File: config.mk
export PLATFORM = sky130hd
export DESIGN_NAME = filtd_scale_filter
export DESIGN_NICKNAME = d
export VERILOG_FILES = /design/src/rtl/adpcm_pkg.sv /design/src/rtl/filtd_core.sv /design/src/rtl/filtd_scale_filter.sv
export SDC_FILE = /design/constraint.sdc
export NUM_CORES = 1
export LEC_CHECK = 0
export CAP_MARGIN = 20
export CORE_ASPECT_RATIO = 1.2
export CORE_MARGIN = 1
export CORE_UTILIZATION = 47
export CTS_CLUSTER_DIAMETER = 50
export CTS_CLUSTER_SIZE = 8
export DETAILED_ROUTE_END_ITERATION = 8
export GPL_TIMING_DRIVEN = 0
export HOLD_SLACK_MARGIN = 0.12
export PLACE_DENSITY = 0.9
export SLEW_MARGIN = 15
export SYNTH_ARGS = -nofsm -noshare
export SYNTH_HDL_FRONTEND = slang
export SYNTH_SLANG_ARGS = --single-unit
File: constraint.sdc
create_clock -name clk -period 4.47 [get_ports clk]
set_input_delay 0.894 -clock clk [delete_from_list [all_inputs] [get_ports clk]]
set_output_delay 0.894 -clock clk [all_outputs]
set_load 0.02 [all_outputs]
File: src/rtl/adpcm_pkg.sv
// Shared ADPCM adaptation-path word types and constants.
// Used by FUNCTW, FILTD and LIMB stages; holds no logic of its own.
// No flow control: purely type and constant definitions.
package adpcm_pkg;

  // Word widths fixed by the G.726 bit-exact definition.
  localparam int WI_W  = 12;
  localparam int Y_W   = 13;
  localparam int DIF_W = 17;

  // Arithmetic constants of the scale-factor filter.
  localparam int DIF_OFFSET = 131072;
  localparam int DIF_MASK   = 131071;
  localparam int SIGN_EXT   = 4096;
  localparam int Y_MASK     = 8191;

  // Log scale-factor multiplier (two's complement) and scale factor (unsigned).
  typedef logic [WI_W-1:0]  wi_t;
  typedef logic [Y_W-1:0]   y_t;
  typedef logic [DIF_W-1:0] dif_t;

endpackage

File: src/rtl/filtd_core.sv
// Fast scale-factor filter arithmetic: YUT_next = Y + ((WI*32 - Y) >>> 5) mod 2^13.
// Latency: combinational, zero cycles.
// No flow control: output follows the inputs continuously.
module filtd_core
  import adpcm_pkg::*;
(
  input  wi_t wi_i,
  input  y_t  y_i,
  output y_t  yut_next_o
);

  dif_t dif;
  y_t   difsx;

  // The +131072 offset is exactly 2^17, so it vanishes in 17-bit arithmetic;
  // the subtract below already yields (WI<<5) + 131072 - Y mod 2^17.
  always_comb begin
    dif        = {wi_i, 5'b0} - {{(DIF_W - Y_W){1'b0}}, y_i};
    // Adding 4096 to DIF[16:5] when DIFS is set is a sign extension to 13 bits.
    difsx      = {dif[DIF_W-1], dif[DIF_W-1:5]};
    yut_next_o = y_i + difsx;
  end

endmodule

File: src/rtl/filtd_scale_filter.sv
// Unlocked quantizer scale-factor low-pass filter (FILTD) feeding the LIMB limiter.
// Latency: 1 cycle from WI/Y to YUT; a new result every cycle.
// No handshake: never stalls, output holds between edges; reset clears to 0.
module filtd_scale_filter
  import adpcm_pkg::*;
(
  input  logic           clk,
  input  logic           reset,
  input  logic [WI_W-1:0] WI,
  input  logic [Y_W-1:0]  Y,
  output logic [Y_W-1:0]  YUT
);

  y_t yut_d;
  y_t yut_q;

  filtd_core u_core (
    .wi_i       (WI),
    .y_i        (Y),
    .yut_next_o (yut_d)
  );

  // Output register; reset has priority so unknown inputs during reset never reach YUT.
  always_ff @(posedge clk) begin
    if (!reset) begin
      yut_q <= '0;
    end else begin
      yut_q <= yut_d;
    end
  end

  assign YUT = yut_q;

endmodule

==> impl.org <==
** Synthesis
- Number of flops mapped to enable cells by yosys :: 0
- Post-synthesis instance total :: 150
- Average instance area after synthesis :: around 8.6 µm²
- The cell area that synthesis handed to floorplanning was about 1300 µm².
- Unique cell type count in the Yosys netlist :: 38
- By area the synthesized netlist is led by sky130_fd_sc_hd__ha_1, sky130_fd_sc_hd__dfxtp_1, sky130_fd_sc_hd__xnor2_1.
- The Yosys step of the flow raised 0 warnings.
- Sequential cell area fraction in the yosys report :: 20.1%
- The synthesized design contains 13 register bits.
- Dominant register cell in the synthesized netlist :: sky130_fd_sc_hd__dfxtp_1
- After synthesis, the largest area contributor takes up approximately 20% of total cell area.
- Synthesis produced a netlist with a net count of slightly below 200.
- For this run, asynchronously set or reset flops after synthesis account for 0%.
- The synthesized design spends more area on one cell type than any other, namely sky130_fd_sc_hd__ha_1.

** Finish
- The register with the most flip-flops in the layout has 13 of them.
- Utilization after layout :: 69.6%
- Area overhead of the layout relative to synthesis :: 38.3%
- For this run, the post-layout net count is 244.
- The finished cells cover 1790 µm².
- Count of placed standard cells in the final layout, fillers left out :: 227
- Share of layout cells above drive strength 1 :: 7.73%
- Ant. Diodes :: 0

** Hold path
- In this run the most critical hold path is launched from reset.
- In this run the worst hold path is classified as in -> reg.

** Die
- For this design the top-level I/O count stands at 40.
- Die width :: roughly 50 µm
- Area of the die :: approximately 3000 µm²
- Placeable Area :: around 2600 µm²
- Initial cell density of the core :: 50.3%
- Cell row count :: 20
- Measured along the y axis, the die boundary spans approximately 60 µm.

** Worst setup path
- Startpoint type of the worst setup path :: input port
- Family of cells with the greatest summed delay on the critical path :: compound AO/OA/AOI/OAI gates
- Crit path launch :: Y[6]
- CP peak stage delay :: 0.50 ns
- The worst setup path is of the in -> reg kind.
- Buf/Inv on CP :: 2
- Most frequent cell on the critical path :: sky130_fd_sc_hd__ha_1
- Crit path DAT :: 4.41 ns
- Sequence of cells on the critical path :: clkdlybuf4s50_1 -> inv_1 -> ha_1 -> nand2_1 -> o41ai_4 -> nor3b_4 -> or2_1 -> a211oi_2 -> a221o_1 -> ha_1 -> a21oi_1 -> o22ai_1 -> a311oi_1 -> o21ai_0 -> xor2_1 -> and2_1
- Cell type of the slowest stage on the worst timing path :: sky130_fd_sc_hd__clkdlybuf4s50_1
- Of all nets on the critical path, the largest fanout is 5.
- Data required, critical path :: 4.64 ns
- The worst setup path is captured at a flop.

** Global route
- Antenna violations before repair :: 0
- Across every metal layer, demand over resource in global routing totals between 20% and 30%.
- The first global-routing pass estimated 4600 µm of wire.
- Remaining Overflow, GRT :: 0
- Vias in the first global route :: 1172
- Maximum number of pins on one net before global-route repair :: 11

** Timing
- Setup violations remaining at the end of the flow were counted as 0.
- The clock period could shrink to between 4 and 5 ns.
- Slew @ Worst Pin :: between 0.4 and 0.5 ns
- Rel. slew slack :: 69.6%
- Total count of hold-check failures in the final report :: 0
- Achievable Freq :: 236 MHz
- The worst path uses 94.9% of the clock period.
- The final-report max-slew violation count was 0.

** Clocking
- The tree is rooted in a sky130_fd_sc_hd__clkbuf_4.
- The number of hold buffers added after CTS was 0.
- H-tree Lvls :: 1
- Maximum number of buffers from clock root to sink :: 2
- TritonCTS built the clock tree.
- Clock tree synthesis inserted a total of 3 buffers.
- Number of sinks handled by clock tree synthesis :: 13
- Clock slew at the register clock pins of the worst setup and hold paths :: roughly 0.060 ns

** Route
- Post-detailed-route count of antenna-violating nets :: 0
- For this run, design rule violations remaining after detail routing come to 0.
- Vias/cell :: 5.45
- In the final routed layout, each cell accounts on average for roughly 13 µm.
- Number of DRC markers in iteration 0 :: 21
- After detailed routing, the met2 layer carries roughly 1500 µm of wire.
- Routed Wire Length :: 2870 µm
- Uppermost layer routed :: met4
- In the final routing, the length of wire on met1 measures about 1100 µm.
- First-pass DRT Iterations :: 4
- Vias after detailed routing :: 1238
- Summed over all nets, wire length on met3 after detailed routing comes to around 130 µm.

** Pwr
- Power dissipated by switching net loads :: approximately 0.00022 W
- The worst-case IR drop observed on VDD is between 0.2 and 0.25 mV.
- Net switching is 37.8% of the power.
- Clk pwr share :: 11.8%
- Internal portion of total power :: 0.000363 W
- Part of the power in combinational logic :: 62.2%
- For this design the static power due to leakage is 0.797 nW.
- Power per cell area :: roughly 330 nW/µm²
- Sequential share of power :: a little over a quarter

** Placement
- The placed instances occupy a cell area of between 1500 and 2000 µm².
- Routability-driven placement finished with a final weighted congestion of 0.789.
- Detailed Place HPWL :: 2370 µm
- The number of placed instances, taps included, is 222.
- During placement, the flow inserted port buffers numbering 39.

** Run status
- Run status :: completed

** Run
- Reported max-cap violation count :: 0
layout make-up:
class | count | area, µm²
tap | 33 | 41.3
timing repair buffer | 40 | 398
multi-input combinational | 121 | 1010
sequential | 13 | 260
clock buffer | 4 | 26.3
inverter | 15 | 56.3
fill | 199 | 783
buffer | 1 | 3.75
through the flow:
step	setup slack, ns	TNS (ns)	total power, W	hold slack [ns]
2_1_floorplan	0.695	0	0.000387	1.02
3_3_place_gp	-0.0296	-0.0296	0.000493	1.58
3_5_place_dp	-0.180	-0.286	0.000506	1.55
4_1_cts	0.123	0	0.000577	1.26
5_1_grt	-0.00233	-0.00233	0.000625	1.28
6_report	0.229	0	0.000584	1.27
synthesized netlist by cell type, drive strengths merged, types with 2 or more instances:
cell and n:
ha 21, inv 15, a21oi 14, dfxtp 13, xnor2 13, and2 12
o21ai 8, xor2 8, nand2 5, a21o 4, o21a 4, nor2 3
o211ai 3, and3 2, nand3 2, nand4 2, nor3 2, nor4 2
path summary, 6_finish.rpt:
check	end	slack (ns)	cells after the start
worst max-delay path	YUT[11]$_SDFF_PN0_	0.23	16
worst min-delay path	YUT[12]$_SDFF_PN0_	1.27	2
power by group through the flow:
| stage | clock [W] | sequential [W] | combinational, W |
|---|---|---|---|
| 2_1_floorplan | 0 | 0.000193 | 0.000195 |
| 3_3_place_gp | 0 | 0.000153 | 0.000339 |
| 3_5_place_dp | 0 | 0.000155 | 0.000351 |
| 4_1_cts | 0.0000731 | 0.000152 | 0.000352 |
| 5_1_grt | 0.0000755 | 0.000155 | 0.000395 |
| 6_report | 0.0000688 | 0.000152 | 0.000364 |
timing repair:
action,4_1_cts,5_1_grt
setup endpoints to repair,0,3
setup buffers,0,1
gates resized for setup,0,5
cell families after synthesis:
group	synth area share [%]
compound gates	21.0
xor+xnor	14.2
fa+ha+maj	21.8
buf+inv	4.63
flops	20.1
mux	0.771
simple gates	17.5
placed cells by master, fill, tap and decap left out, types with 4 or more instances in the layout:
cell,synthesis,layout
sky130_fd_sc_hd__clkdlybuf4s50_1,0,39
sky130_fd_sc_hd__ha_1,21,21
sky130_fd_sc_hd__inv_1,15,15
sky130_fd_sc_hd__dfxtp_1,13,13
sky130_fd_sc_hd__xnor2_1,13,13
sky130_fd_sc_hd__a21oi_1,14,12
sky130_fd_sc_hd__and2_1,12,12
sky130_fd_sc_hd__xor2_1,8,8
sky130_fd_sc_hd__o21ai_0,7,7
sky130_fd_sc_hd__nand2_1,5,5
sky130_fd_sc_hd__o21a_1,4,4
metal layers:
layer,vias to the layer above,global-route usage [%]
met4,0,12.7
met3,5,1.54
met5,-,0
met1,562,17.2
met2,53,43.4
li1,618,-
(Power assumes the default switching activity.)
